File: src/rtl/arb_pkg.sv
`default_nettype none
// ============================================================================
// Module      : arb_pkg
// Description : Shared types and constants for the round-robin arbiters.
// Revision    : 1.0 - initial release
// ============================================================================
package arb_pkg;

    localparam int ARB_N     = 4;
    localparam int ARB_IDX_W = 2;

    typedef enum logic [0:0] {
        ARB_IDLE  = 1'b0,
        ARB_GRANT = 1'b1
    } arb_state_t;

    // Priority pointer after an owner leaves: the requester just past it.
    function automatic logic [ARB_IDX_W-1:0] arb_next_ptr(input logic [ARB_IDX_W-1:0] idx);
        return idx + 1'b1;
    endfunction

endpackage : arb_pkg
`default_nettype wire

File: src/rtl/rr_pick_4.sv
`default_nettype none
// ============================================================================
// Module      : rr_pick_4
// Description : Combinational circular first-set-bit picker starting at i_ptr.
// Revision    : 1.0 - initial release
// ============================================================================
module rr_pick_4
    import arb_pkg::*;
(
    input  logic [ARB_N-1:0]     i_req,
    input  logic [ARB_IDX_W-1:0] i_ptr,
    output logic                 o_found,
    output logic [ARB_IDX_W-1:0] o_idx
);

    logic [ARB_IDX_W-1:0] w_cand;

    // Scan from farthest to nearest so the closest set bit to i_ptr wins.
    always_comb begin
        o_found = 1'b0;
        o_idx   = i_ptr;
        w_cand  = i_ptr;
        for (int k = ARB_N - 1; k >= 0; k--) begin
            w_cand = i_ptr + ARB_IDX_W'(k);
            if (i_req[w_cand]) begin
                o_found = 1'b1;
                o_idx   = w_cand;
            end
        end
    end

endmodule : rr_pick_4
`default_nettype wire

File: src/rtl/rr_arbiter_4.sv
`default_nettype none
// ============================================================================
// Module      : rr_arbiter_4
// Description : Four-requester round-robin arbiter with registered grant index
//               and grant-valid outputs. Optional forced release after
//               MAX_HOLD cycles when ARB_TIMEOUT_EN is defined.
// Revision    : 1.0 - initial release
// ============================================================================
module rr_arbiter_4
    import arb_pkg::*;
#(
    parameter int MAX_HOLD = 16,
    parameter int CNT_W    = 8
) (
    input  logic                 clk,
    input  logic                 rst,
    input  logic [ARB_N-1:0]     req,
    input  logic                 release_,
    output logic                 grant_valid,
    output logic [ARB_IDX_W-1:0] grant_index,
    output logic [CNT_W-1:0]     busy_cycles,
    output logic                 timeout
);

    generate
        if (MAX_HOLD < 2 || MAX_HOLD > 255 || (1 << CNT_W) <= MAX_HOLD) begin : g_param_check
            $error("rr_arbiter_4: MAX_HOLD must be 2..255 and below 2**CNT_W");
        end
    endgenerate

    arb_state_t           r_state;
    arb_state_t           w_state_nxt;
    logic [ARB_IDX_W-1:0] r_ptr;
    logic [ARB_IDX_W-1:0] w_ptr_nxt;
    logic                 r_valid;
    logic                 w_valid_nxt;
    logic [ARB_IDX_W-1:0] r_idx;
    logic [ARB_IDX_W-1:0] w_idx_nxt;
    logic [CNT_W-1:0]     r_busy;
    logic [CNT_W-1:0]     w_busy_nxt;

    logic                 w_found;
    logic [ARB_IDX_W-1:0] w_pick;
    logic                 w_exit_normal;
    logic                 w_force;
    logic                 w_exit;

    rr_pick_4 u_pick (
        .i_req   (req),
        .i_ptr   (r_ptr),
        .o_found (w_found),
        .o_idx   (w_pick)
    );

    // A normal exit is a release strobe or the owner dropping its request.
    assign w_exit_normal = (r_state == ARB_GRANT) && (release_ || !req[r_idx]);

`ifdef ARB_TIMEOUT_EN
    localparam logic [CNT_W-1:0] c_HOLD_LAST = CNT_W'(MAX_HOLD - 1);

    logic r_timeout;

    assign w_force = (r_state == ARB_GRANT) && (r_busy == c_HOLD_LAST) && !w_exit_normal;

    always_ff @(posedge clk or negedge rst) begin
        if (!rst) begin
            r_timeout <= 1'b0;
        end else begin
            r_timeout <= w_force;
        end
    end

    assign timeout = r_timeout;
`else
    assign w_force = 1'b0;
    assign timeout = 1'b0;
`endif

    assign w_exit = w_exit_normal || w_force;

    always_ff @(posedge clk or negedge rst) begin
        if (!rst) begin
            r_state <= ARB_IDLE;
            r_ptr   <= '0;
            r_valid <= 1'b0;
            r_idx   <= '0;
            r_busy  <= '0;
        end else begin
            r_state <= w_state_nxt;
            r_ptr   <= w_ptr_nxt;
            r_valid <= w_valid_nxt;
            r_idx   <= w_idx_nxt;
            r_busy  <= w_busy_nxt;
        end
    end

    always_comb begin
        w_state_nxt = r_state;
        case (r_state)
            ARB_IDLE:  if (w_found) w_state_nxt = ARB_GRANT;
            ARB_GRANT: if (w_exit)  w_state_nxt = ARB_IDLE;
            default:                w_state_nxt = ARB_IDLE;
        endcase
    end

    // Index and counter are left untouched in the bubble cycle after a grant.
    always_comb begin
        w_ptr_nxt   = r_ptr;
        w_valid_nxt = r_valid;
        w_idx_nxt   = r_idx;
        w_busy_nxt  = r_busy;
        case (r_state)
            ARB_IDLE: begin
                w_valid_nxt = 1'b0;
                if (w_found) begin
                    w_valid_nxt = 1'b1;
                    w_idx_nxt   = w_pick;
                    w_busy_nxt  = '0;
                end
            end
            ARB_GRANT: begin
                if (w_exit) begin
                    w_valid_nxt = 1'b0;
                    w_ptr_nxt   = arb_next_ptr(r_idx);
                end else if (!(&r_busy)) begin
                    w_busy_nxt = r_busy + 1'b1;
                end
            end
            default: begin
                w_valid_nxt = 1'b0;
            end
        endcase
    end

    assign grant_valid = r_valid;
    assign grant_index = r_idx;
    assign busy_cycles = r_busy;

endmodule : rr_arbiter_4
`default_nettype wire

File: config.mk
export PLATFORM = sky130hd
export DESIGN_NAME = rr_arbiter_4
export DESIGN_NICKNAME = d
export VERILOG_FILES = /design/src/rtl/arb_pkg.sv /design/src/rtl/rr_pick_4.sv /design/src/rtl/rr_arbiter_4.sv
export SDC_FILE = /design/constraint.sdc
export NUM_CORES = 1
export LEC_CHECK = 0
export BUFFER_PORTS_ARGS = -buffer_cell sky130_fd_sc_hd__buf_4
export CORE_MARGIN = 2
export CORE_UTILIZATION = 50
export DETAILED_ROUTE_END_ITERATION = 10
export GPL_TIMING_DRIVEN = 0
export PLACE_DENSITY = 0.82
export RECOVER_POWER = 50
export SLEW_MARGIN = 25
export SYNTH_ARGS = -nofsm -noshare
export SYNTH_HDL_FRONTEND = slang
export SYNTH_SLANG_ARGS = --single-unit
File: constraint.sdc
create_clock -name clk -period 6.1 [get_ports clk]
set_input_delay 1.22 -clock clk [delete_from_list [all_inputs] [get_ports clk]]
set_output_delay 1.22 -clock clk [all_outputs]
set_load 0.1 [all_outputs]
==> impl_metrics.ini, run 1 <==
[run_status]
status = finished, final reports clean

[detailed_routing]
drc = 0
ant_nets = 0
drt-total-wl_mm = 1.79
first_pass_iters = 4
post_drt_wl_per_cell_um = 14.0
drt_iter0_markers = 21
num_vias = 790
viasPerCell = 6.17

[placed_design]
gp_congestion = 0.827
dp_cells = 124
portBuffers = 17
post_dp_cell_area_um2 = 997
dpl.hpwl_mm = 1.33
preCtsSetupSlack_ns = 2.79

[critical_path]
cp_slowest_cell = or4_1
start_kind = input pin
endpoint_kind = flip-flop
r2r-end = busy_cycles[7]
worst-path-max-fanout = 10
startpoint = req[0]
max_stage_delay_ns = 0.56
reg2reg_slack_ns = 4.00
cp.arrival_ns = 3.00
reg2reg_depth = 7
critPathKind = input pin to flip-flop
timing.rr.start = grant_index[0]
worstPathRequired_ns = 6.29
critPathCapture = busy_cycles[7]
cp_cell_sequence = buf_4, or4_1, a222oi_1, clkbuf_2, buf_6, o21ai_1, a21oi_1

[floorplanning]
rows = 14
dieArea_um2 = 2040
die_w_um = 45.2
die_h_um = 45.2
initial_core_util_pct = 55.1
fp.coreArea_um2 = 1540
io_pins = 19

[sta]
setup_ws_ns = 3.30
rsz0062_at_grt = false
fin_skew_ns = 0.0111
hold_violations = 0
fmax_mhz = 357
setup_viol = 0
relSlewSlack_pct = 22.9
final-max-slew-violation-count = 0
tns_ns = 0
whs_ns = 0.502
fin_crit_sh_pct = 45.9
tightest_slew_ns = 1.16
period_needed_ns = 2.80

[yosys]
synth_nets = 99
synth_edf_count = 0
seq_area_frac_synth_pct = 41.2
yosysUniqueCellTypes = 38
netlist_area_um2 = 850
synthCells = 91
yosys.area.top_type_share_pct = 41.2
synth_largest_area_cell = dfrtp_1
synth-seq-cells = 14
synthFlopType = dfrtp_1
yosysWarnings = 0
synth_area_leaders = dfrtp_1 (41%), a21oi_1 (4.1%), or3_1 (3.7%), o21ai_0 (3.5%), nand2_1 (3.1%)
synth_common_cells = dfrtp_1 (14), a21oi_1 (7), nand2_1 (7)
async_flop_share_pct = 100
yosysMostFrequentCell = dfrtp_1
syn_area_per_cell_um2 = 9.34

[clock_tree]
clk_latency_ns = 0.28
cts_tree = yes
ctsResizeCount = 0
cts_hold_buf = 0
cts.sinks = 14
numCtsBuffers = 3
cts_setup_buffers = 0
clockRootBuffer = clkbuf_4
htreeDepth = 1
clkTransAtPathRegs_ns = 0.07
clock_path_buffers = 2

[power]
total_power_uw = 498
p_per_area_nw_per_um2 = 495
power_leakage_nw = 0.442
ir_worst_vdd_uv = 307

[min_path]
hp-class = flip-flop to flip-flop

[layout]
fill_cells = 138
seq_area_um2 = 350
postLayoutCellArea_um2 = 1010
final_cells = 128
syn_to_final_growth_pct = 18.4
nets = 122
diodes = 0
multi_input_area_um2 = 450
final_util_pct = 65.3
layout-drive-gt1-share_pct = 21.4

[global_route]
grt_max_degree = 15
grt_pass1_wl_mm = 2.86
grt_pass1_vias = 646
grt_usage_pct = 19.4
grt_antenna_before_repair = 0
overflow = 0

[flow_run]
maxCapViolCount = 0
[critical path: cells and delay by family]
kind / cells / cell delay [ns]
and+or+nand+nor: 1 / 0.56
AOI/OAI and AO/OA: 3 / 0.65
buffers and inverters: 3 / 0.55
[layout by cell type, fill, tap and decap left out, drive strengths merged, types with 3 or more instances in the layout]
master  instances
dfrtp          14
nand2           7
buf            15
nand4           3
o21ai           9
inv             5
or3             5
nor2            5
clkbuf         10
a21oi           8
[state kept, by name, summed over array words and instances, names as in the netlist]
register	cells
r_ptr	2
busy_cycles	8
grant_index	2
grant_valid	1
r_state	1
[final cells by class]
class | instances | share of cell area [%]
Inverter | 5 | 1.87
Sequential cell | 14 | 34.8
Timing Repair Buffer | 18 | 11.7
Tap cell | 16 | 1.99
Buffer | 4 | 2.61
Multi-Input combinational cell | 68 | 44.8
Clock buffer | 3 | 2.24
[logic make-up (layout without fill, tap and decap cells)]
family | Yosys count | count (layout) | share of synthesized area, %
simple gates | 31 | 31 | 20.3
compound gates | 30 | 30 | 23.7
flops | 14 | 14 | 41.2
buf+inv | 9 | 30 | 5.30
mux | 4 | 4 | 6.48
fa+ha+maj | 1 | 1 | 1.47
other cells | 1 | 1 | 0.441
xor+xnor | 1 | 1 | 1.03
[worst min path at each step]
stage	start	cells after the start	endpoint	slack (ns)
after detailed placement	grant_valid	1	grant_valid	0.48
after global placement	grant_valid	1	grant_valid	0.47
final	grant_valid	1	grant_valid	0.50
after global routing	grant_valid	1	grant_valid	0.52
after floorplan	r_state	2	busy_cycles[1]	0.54
after CTS	grant_valid	1	grant_valid	0.50
[per-layer routing]
layer  vias to the layer above  GRT usage (%)  part of all wire, %
li1                        391              -                    -
met1                       374           27.5                   49
met2                        23           29.7                   45
met3                         2           4.80                  5.8
met4                         0           5.29                 0.50
met5                         -              0                    0
[power breakdown]
part,internal (mW),total [mW],switching (mW)
Clock,0.0229,0.0516,0.0287
Sequential,0.120,0.150,0.0299
Combinational,0.0819,0.297,0.215
Note: power is estimated with default switching activity, not from simulation.
==> run 2, diff against run 1 <==
--- a/config.mk
+++ b/config.mk
@@ -7,10 +7,10 @@
 export LEC_CHECK = 0
 export BUFFER_PORTS_ARGS = -buffer_cell sky130_fd_sc_hd__buf_4
 export CORE_MARGIN = 2
-export CORE_UTILIZATION = 50
+export CORE_UTILIZATION = 47
 export DETAILED_ROUTE_END_ITERATION = 10
 export GPL_TIMING_DRIVEN = 0
-export PLACE_DENSITY = 0.82
+export PLACE_DENSITY = 0.81
 export RECOVER_POWER = 50
 export SLEW_MARGIN = 25
 export SYNTH_ARGS = -nofsm -noshare
==> constraint.sdc (replaced) <==
create_clock -name clk -period 2.3 [get_ports clk]
set_input_delay 0.46 -clock clk [delete_from_list [all_inputs] [get_ports clk]]
set_output_delay 0.46 -clock clk [all_outputs]
set_load 0.1 [all_outputs]
==> impl_metrics.ini, run 2 (synthesis gave the netlist of run 1 again) <==
[placed_design]
portBuffers = 17
dp_cells = 133
dpl.hpwl_mm = 1.45
gp_congestion = 0.846

[critical_path]
timing.rr.start = grant_index[0]
cp_cell_sequence = clkbuf_1
cp_top_family = buffers and inverters
startpoint = grant_valid
crit_buf_inv = 1
start_kind = flip-flop
endpoint_kind = output port
worstPathRequired_ns = 1.84
cp_slowest_cell = clkbuf_1
cp.arrival_ns = 1.49
reg2reg_slack_ns = 0.37
critPathKind = flip-flop to output port
worst-path-max-fanout = 2
max_stage_delay_ns = 0.86

[layout]
syn_to_final_growth_pct = 22.7
fill_cells = 152
final_common_cell = buf_4
nets = 122
diodes = 0
final_util_pct = 61.0
layout-drive-gt1-share_pct = 26.5
mostFrequentLayoutCells = buf_4 (14), dfrtp_1 (13), nand2_1 (7), a21oi_1 (7), o21ai_0 (6)
final_cells = 138
largest_reg_flops = 8

[power]
power_leakage_nw = 0.459
ir_worst_vdd_uv = 871
p_per_area_nw_per_um2 = 1310
total_power_mw = 1.37

[flow_run]
maxCapViolCount = 0

[floorplanning]
die_h_um = 46.5
fp.coreArea_um2 = 1710
die_w_um = 46.5
rows = 15
dieArea_um2 = 2160
io_pins = 19
initial_core_util_pct = 49.7

[detailed_routing]
ant_nets = 0
post_drt_wl_per_cell_um = 13.6
first_pass_iters = 4
drt-total-wl_mm = 1.87
drc = 0
num_vias = 825
drt_iter0_markers = 10
viasPerCell = 5.98

[sta]
fin_skew_ns = 0.00527
hold_violations = 0
relSlewSlack_pct = 23.2
rsz0062_at_grt = false
tns_ns = 0
period_needed_ns = 1.95
fmax_mhz = 512
fin_crit_sh_pct = 84.9
setup_viol = 0
tightest_slew_ns = 1.16
whs_ns = 0.210
final-max-slew-violation-count = 0

[global_route]
grt_pass1_vias = 802
grt_antenna_before_repair = 0
overflow = 0
grt_max_degree = 15
grt_pass1_wl_mm = 3.31
grt_usage_pct = 21.6

[clock_tree]
htreeDepth = 1
clk_latency_ns = 0.28
cts_tree = yes
clock_path_buffers = 2
clkTransAtPathRegs_ns = 0.08
cts_hold_buf = 0
ctsResizeCount = 0
cts.sinks = 14
clockRootBuffer = clkbuf_4
numCtsBuffers = 3

[run_status]
status = finished, final reports clean

[min_path]
hp-class = input pin to async pin
run 2: stage by stage:
| stage | cell area [um2] | worst slack (ns) |
|---|---|---|
| 3_3_place_gp | 1010 | -0.253 |
| 4_1_cts | 1050 | 0.0193 |
| 3_5_place_dp | 1010 | -0.200 |
| 5_1_grt | 1040 | 0.279 |
| 6_report | 1040 | 0.346 |
| 2_1_floorplan | 855 | 0.00285 |
run 2: area by class of cell:
type / count / area, um2 / area share, %
well taps: 25 / 31.3 / 3.00
plain buffers: 4 / 27.5 / 2.64
clock buffers: 4 / 36.3 / 3.48
flip-flops and latches: 14 / 354 / 34.0
repair buffers: 18 / 120 / 11.5
multi-input cells: 68 / 454 / 43.6
inverters: 5 / 18.8 / 1.80
run 2: worst paths after layout:
kind | endpoint | cells past startpoint
min in group clk | grant_valid | 1
max | grant_valid | 1
min | busy_cycles[2] | 1
max in group asynchronous | grant_index[0] | 1
max reg2reg | busy_cycles[4] | 7
min reg2reg | grant_valid | 1
run 2: routing by layer:
metal  global-route usage (%)  up-vias  part of all wire [%]  wire length (um)
met5                        0        -                     0                 0
met4                     10.9        0                   2.6                48
met3                     7.84        9                   5.8               108
met2                     33.9       26                    50               942
met1                     25.9      401                    41               770
li1                         -      389                     -                 -
run 2: what timing repair did:
item,in CTS,in global routing
endpoints found under the setup margin,0,9
buffers inserted,0,1
hold endpoints to repair,0,0
run 2: power by group:
group	internal, mW	total [mW]	switching, mW	leakage, nW
Clock	0.0965	0.175	0.0786	0.0210
Combinational	0.226	0.788	0.563	0.259
Sequential	0.323	0.407	0.0836	0.179
